<file path="config.mk">
export PLATFORM = sky130hd
export DESIGN_NAME = fft_sample_loader
export DESIGN_NICKNAME = d
export VERILOG_FILES = /design/src/rtl/fft_sample_loader.sv
export SDC_FILE = /design/constraint.sdc
export NUM_CORES = 1
export LEC_CHECK = 0
export CAP_MARGIN = 15
export CORE_MARGIN = 2
export CORE_UTILIZATION = 45
export CTS_CLUSTER_DIAMETER = 150
export DETAILED_ROUTE_END_ITERATION = 6
export DONT_BUFFER_PORTS = 1
export PLACE_DENSITY_LB_ADDON = 0.05
export SYNTH_ARGS = -nofsm -noshare
export SYNTH_HDL_FRONTEND = slang
export SYNTH_SLANG_ARGS = --single-unit
</file>
<file path="constraint.sdc">
create_clock -name CLK -period 2.8 [get_ports CLK]
set_clock_uncertainty 0.05 [all_clocks]
set_input_delay 0.84 -clock CLK [delete_from_list [all_inputs] [get_ports CLK]]
set_output_delay 0.84 -clock CLK [all_outputs]
set_load 0.01 [all_outputs]
</file>
<file path="src/rtl/fft_sample_loader.sv">
// ---------------------------------------------------------------------------
// fft_sample_loader
//
// Input stage for the iterative FFT core. Takes a 16-bit half-sample stream
// (real part first, then imaginary) and packs each pair of words into one
// {re,im} sample. Samples are then written two at a time into the FFT RAM
// through its A/B write ports. The write addresses are either bit-reversed
// or in natural order. After a full frame of 2^AWL samples the block pulses
// START. It then follows the FFT busy flag, pulses DONE when the RAM is
// released, and goes back to loading.
//
// Ports:
//   CLK          clock, rising edge
//   RST          asynchronous reset, active-low
//   EN           clock enable; all state holds while low
//   i_CLR        synchronous frame abort back to LOAD
//   i_DATA       16-bit half-sample (re word, then im word)
//   i_VALID      i_DATA valid
//   o_READY      word accepted when i_VALID & o_READY
//   o_A_DATA     even-index sample to the RAM A port
//   o_B_DATA     odd-index sample to the RAM B port
//   o_A_ADDR     A write address
//   o_B_ADDR     B write address
//   o_RAM_Wr     one-cycle dual write strobe
//   o_START      one-cycle FFT start pulse
//   i_RAM_BLOCK  FFT busy flag
//   o_DONE       one-cycle pulse when the FFT releases the RAM
//   o_BUSY       high in every state except LOAD
// ---------------------------------------------------------------------------
module fft_sample_loader #(
    parameter int IWL     = 32,
    parameter int AWL     = 7,
    parameter bit BIT_REV = 1'b1
) (
    input  logic           CLK,
    input  logic           RST,
    input  logic           EN,
    input  logic           i_CLR,
    input  logic [15:0]    i_DATA,
    input  logic           i_VALID,
    output logic           o_READY,
    output logic [IWL-1:0] o_A_DATA,
    output logic [IWL-1:0] o_B_DATA,
    output logic [AWL-1:0] o_A_ADDR,
    output logic [AWL-1:0] o_B_ADDR,
    output logic           o_RAM_Wr,
    output logic           o_START,
    input  logic           i_RAM_BLOCK,
    output logic           o_DONE,
    output logic           o_BUSY
);

    typedef enum logic [2:0] {
        S_LOAD,
        S_WRITE,
        S_START,
        S_WAIT_BUSY,
        S_WAIT_DONE
    } state_t;

    state_t             state;
    logic [AWL-1:0]     idx;
    logic               half;
    logic [IWL/2-1:0]   re_hold;
    logic [IWL-1:0]     a_hold;
    logic [IWL-1:0]     sample_w;
    logic               wr_q;
    logic               start_q;
    logic               done_q;
    logic               accept;

    function automatic logic [AWL-1:0] addr_map(input logic [AWL-1:0] a);
        logic [AWL-1:0] r;
        r = '0;
        for (int unsigned i = 0; i < AWL; i++) begin
            r[i] = a[AWL-1-i];
        end
        return BIT_REV ? r : a;
    endfunction

    assign sample_w = {re_hold, i_DATA};
    assign o_READY  = RST & EN & (state == S_LOAD) & ~i_RAM_BLOCK;
    assign accept   = i_VALID & o_READY;
    assign o_BUSY   = (state != S_LOAD);

    // Pulse registers hold their value while EN is low and are masked at
    // the output, so a pending pulse appears on the first enabled cycle.
    assign o_RAM_Wr = wr_q & EN;
    assign o_START  = start_q & EN;
    assign o_DONE   = done_q & EN;

    always_ff @(posedge CLK or negedge RST) begin
        if (!RST) begin
            state    <= S_LOAD;
            idx      <= '0;
            half     <= 1'b0;
            re_hold  <= '0;
            a_hold   <= '0;
            o_A_DATA <= '0;
            o_B_DATA <= '0;
            o_A_ADDR <= '0;
            o_B_ADDR <= '0;
            wr_q     <= 1'b0;
            start_q  <= 1'b0;
            done_q   <= 1'b0;
        end else if (EN) begin
            wr_q    <= 1'b0;
            start_q <= 1'b0;
            done_q  <= 1'b0;
            if (i_CLR) begin
                state   <= S_LOAD;
                idx     <= '0;
                half    <= 1'b0;
                re_hold <= '0;
                a_hold  <= '0;
            end else begin
                case (state)
                    S_LOAD: begin
                        if (accept) begin
                            if (!half) begin
                                re_hold <= i_DATA;
                                half    <= 1'b1;
                            end else begin
                                half <= 1'b0;
                                if (!idx[0]) begin
                                    a_hold <= sample_w;
                                    idx    <= idx + AWL'(1);
                                end else begin
                                    // The odd sample goes straight to the B
                                    // output. idx is odd here, so idx-1 is
                                    // idx with its LSB cleared.
                                    o_A_DATA <= a_hold;
                                    o_B_DATA <= sample_w;
                                    o_A_ADDR <= addr_map({idx[AWL-1:1], 1'b0});
                                    o_B_ADDR <= addr_map(idx);
                                    wr_q     <= 1'b1;
                                    state    <= S_WRITE;
                                end
                            end
                        end
                    end
                    S_WRITE: begin
                        if (idx == '1) begin
                            idx     <= '0;
                            start_q <= 1'b1;
                            state   <= S_START;
                        end else begin
                            idx   <= idx + AWL'(1);
                            state <= S_LOAD;
                        end
                    end
                    S_START: begin
                        state <= S_WAIT_BUSY;
                    end
                    S_WAIT_BUSY: begin
                        if (i_RAM_BLOCK) begin
                            state <= S_WAIT_DONE;
                        end
                    end
                    S_WAIT_DONE: begin
                        if (!i_RAM_BLOCK) begin
                            done_q <= 1'b1;
                            state  <= S_LOAD;
                        end
                    end
                    default: begin
                        state <= S_LOAD;
                    end
                endcase
            end
        end
    end

endmodule
</file>
# Yosys cells after proc, flatten, opt, wreduce, memory -nomap -nowiden
# Index checks and enable logic that the tools add are counted.
# W data, S select, Z words.
# word_totals
latch_bits	0
elab_cells	87
mem_bits_ro	0
register_bits	139
inputBits	22
mem_bits_rw	0
memories	0
out_inout_bits	83
# op_classes
n_lt_le_gt_ge	0
add_sub_neg	1
reduce_logical	13
n_shift	0
div_mod_pow	0
n_mux	38
multipliers	0
eq_ne	13
bitwise_logic	9
# ops
cell	n
$mux W32	5
$mux W16	4
$mux W7	5
$mux W3	6
$ne A3 B3 Y1 const B	6
$mux W1	15
$pmux W3 S5	1
$pmux W7 S2	1
$reduce_and A6 Y1	2
$reduce_and A5 Y1	2
$reduce_and A4 Y1	2
$add A7 B1 Y7 const B	1
$and A1 B1 Y1	7
$eq A7 B7 Y1 const B	1
$eq A3 B2 Y1 const B	2
$reduce_bool A2 Y1	3
$reduce_bool A3 Y1	2
$ne A2 B2 Y1 const B	2
$eq A3 B1 Y1 const B	1
$eq A3 B3 Y1 const B	1
$logic_not A3 Y1	1
$reduce_and A3 Y1	1
$mux W2	1
$not A1 Y1	2

# Depth between registers and ports, before layout
# logic_depth
depth_word	7
mapped_depth	8
ltp_nobuf	6

# Worst setup path before layout
# Ideal clock, no wire load.
# synth_timing
kind	input to register
startpoint	input i_RAM_BLOCK
endpoint	register o_A_DATA[1]
stages	6
n_path_buf	2
required_ps	2625
path_slack_ps	371
t_arrival_ps	2254
cell_sequence	and4b_1 nand2b_1 buf_2 nor3_4 buf_6 mux2_2
# synth_between
elab_chain_cells	4
# synth_rtl
element	line	source
start, declared	48	input logic i_RAM_BLOCK,
$not A1 Y1	82	assign o_READY = RST & EN & (state == S_LOAD) & ~i_RAM_BLOCK;
$and A1 B1 Y1	82	
$and A1 B1 Y1	83	assign accept = i_VALID & o_READY;
$reduce_and A6 Y1 (no line)	n/a	
end signal, assigned	132	o_A_DATA <= a_hold;
end, declared	42	output logic [IWL-1:0] o_A_DATA,
# No other way between the ends.
# A chain may end at the register's enable or synchronous reset.

# Worst setup path in the final report
# layout_timing
startpoint	register state[1]
endpoint	output o_READY
# layout_between
elab_chain_cells	3
# layout_rtl
element	line	source
start, declared	61	state_t state;
start signal, assigned	94	state <= S_LOAD;
start signal, assigned	111	state <= S_LOAD;
start signal, assigned	137	state <= S_WRITE;
$logic_not A3 Y1	82	
$and A1 B1 Y1 (2 in a row)	82	
end, declared	41	output logic o_READY,
# No other way between the ends.

==> impl_metrics.toml <==
[drt]
drt-pass1-iter-count = 4
drc = 0
vias = 2999
wire_per_inst_um = 19.2
drt-initial-drc-count = 129
antenna_left = 0
via_per_inst = 5.71
detail_route.wirelength_mm = 10.1

[floorplan]
die_width_um = 113
coreArea_um2 = 11500
fp.dieH_um = 113
ioPinCount = 105
design.die.area_um2 = 12700
placementRows = 39
initial_core_util = 0.465

[place]
placed_cell_area_um2 = 5420
port_buffers = 0
hpwl_mm = 6.14
dp.cells = 493
post-place-ws_ps = 149
place_congestion = 0.738

[timing]
finalHoldViolations = 0
post-route-period-util = 0.919
hold_slack_ps = 78.5
setup_tns_ps = 0
worst_slew_pin_slew_ps = 900
setup_viol = 0
fmax_ghz = 0.389
rsz0062_at_grt = "false"
report.final.slew_viol_count = 0
slew_headroom = 0.398
period_needed_ps = 2570
fin_ws_ps = 228

[yosys]
synthesis.nets = 398
synth_top_cell_area_share = 0.625
synth_ff_type = "dfrtp_1"
synthTopCellsByArea = "dfrtp_1 62%, mux2_2 15%, a22o_1 8.1%, buf_6 1.5%, buf_4 0.99%"
synth_compound_area_frac = 0.118
syn_area_um2 = 5330
yosys.area_share.adder = 0.00470
synth-edff-count = 0
syn_inst = 374
postSynthAreaPerCell_um2 = 14.2
synth.ff_latch_count = 133
synth_top_area_cell = "dfrtp_1"
synthXorXnorAreaFrac = 0.00164
synth_simple_gate_area_share = 0.0533
ys_async_sr_fraction = 1.00
synth_warnings = 0
ys_types = 45
synth_top_family_by_area = "multiplexers"
synthMuxAreaShare = 0.154
yosysSeqAreaShare = 0.625

[job]
cap_violations = 0

[clock_network]
tritoncts = "done"
post_cts_resized = 0
cts_root_buf = "clkbuf_16"
clkTransAtPathRegs_ps = 60
cts_inserted_buffers = 17
cts_hold_buf = 0
htree_levels = 4
cts_sinks = 133
postCtsSetupBuffers = 0
clock_latency_ps = 410
clk_path_buf_depth = 2

[critical_path]
path_class = "reg2out"
rr_worst_depth = 5
startpoint_type = "flip-flop"
end_kind = "output port"
timing.rr.start = "state[1]$_DFFE_PN0P_"
cp.required_ps = 1910
arrival_ps = 1680
crit_end = "o_READY"
r2r_slack_ps = 440
crit_start = "state[1]$_DFFE_PN0P_"
rr_endpoint = "o_B_DATA[11]$_DFFE_PN0P_"
crit_path_max_fanout = 9

[pwr]
power.total_mw = 4.69
vdd_ir_drop_max_uv = 460
p_leak_nw = 2.95
p_per_area_nw_per_um2 = 777

[layout]
fill_cells = 973
fin_area_um2 = 6030
area_growth_pct = 13.3
layout_common_cells = "133 x dfrtp_1, 69 x mux2_2, 49 x a22o_1"
mostFrequentLayoutCell = "dfrtp_1"
fin_util = 0.526
multi_input_area_um2 = 1790
post_route_cells_drive_above_1_share = 0.312
n_antenna_cell = 0
final_cells = 525
ff_latch_area_um2 = 3330
fin_nets = 393

[global_route]
overflow = 0
grt_antenna_before_repair = 0
grt_pass1_vias = 3142
track_usage = 0.170
grt_pass1_wl_mm = 17.0
grt_max_degree = 136

[worst_hold_path]
hold_class = "in2async"

[run_status]
outcome = "finished, final reports clean"
-- synth_stat cells, types with 5 or more instances --
| cell | instances |
|---|---|
| dfrtp_1 | 133 |
| mux2_2 | 69 |
| a22o_1 | 49 |
| clkbuf_1 | 12 |
| nand2_1 | 10 |
| buf_4 | 7 |
| buf_6 | 7 |
| nor2_1 | 7 |
| buf_2 | 6 |
| o21ai_0 | 6 |
| a21oi_1 | 5 |
| inv_1 | 5 |
| nand3_1 | 5 |
-- worst max-delay path, stage by stage (launching register included) --
cell and delay, ps:
dfrtp_1 470, or3_4 460, nor3_1 350
-- how the worst min path moves through the flow --
stage	start	to	slack, ps	cells past startpoint
after floorplan	start_q$_DFFE_PN0P_	start_q$_DFFE_PN0P_	390	2
after global placement	start_q$_DFFE_PN0P_	start_q$_DFFE_PN0P_	410	2
after detailed placement	start_q$_DFFE_PN0P_	start_q$_DFFE_PN0P_	410	2
after CTS	RST	o_A_DATA[14]$_DFFE_PN0P_	60	0
after global routing	RST	start_q$_DFFE_PN0P_	50	0
final	RST	o_A_DATA[15]$_DFFE_PN0P_	80	0
-- cell families (layout without fill, tap and decap cells) --
group / after synthesis / count (layout)
buffers and inverters: 37 / 45
other: 1 / 1
XOR/XNOR: 1 / 1
AO/OA/AOI/OAI: 79 / 79
adder cells (fa/ha/maj): 2 / 2
AND/OR/NAND/NOR: 48 / 48
flip-flops: 133 / 133
multiplexers: 73 / 73
-- sequential cells by signal, summed over array words and instances (netlist names), 3 cells and up --
name	count
o_B_ADDR	7
state	3
a_hold	32
re_hold	16
idx	7
o_B_DATA	32
o_A_DATA	32
-- per-layer routing --
metal | part of all wire | wire, µm | track usage | up-vias
met5 | 0 | 0 | 0 | -
met4 | 0.0071 | 71 | 0.0602 | 0
met3 | 0.063 | 629 | 0.0595 | 6
met2 | 0.46 | 4600 | 0.249 | 80
met1 | 0.47 | 4760 | 0.238 | 1554
li1 | - | - | - | 1359
-- report_power, final --
part	switching [mW]	internal, mW
Combinational	0.162	0.154
Clock	0.872	1.42
Sequential	0.0886	1.99
Total	1.12	3.57
-- final cells by class --
class / instances / area share
inverters: 5 / 0.00311
clock buffers: 17 / 0.0705
well taps: 143 / 0.0296
clock inverters: 15 / 0.0317
repair buffers: 8 / 0.0162
multi-input cells: 204 / 0.297
flip-flops and latches: 133 / 0.552
(Power assumes the default switching activity.)
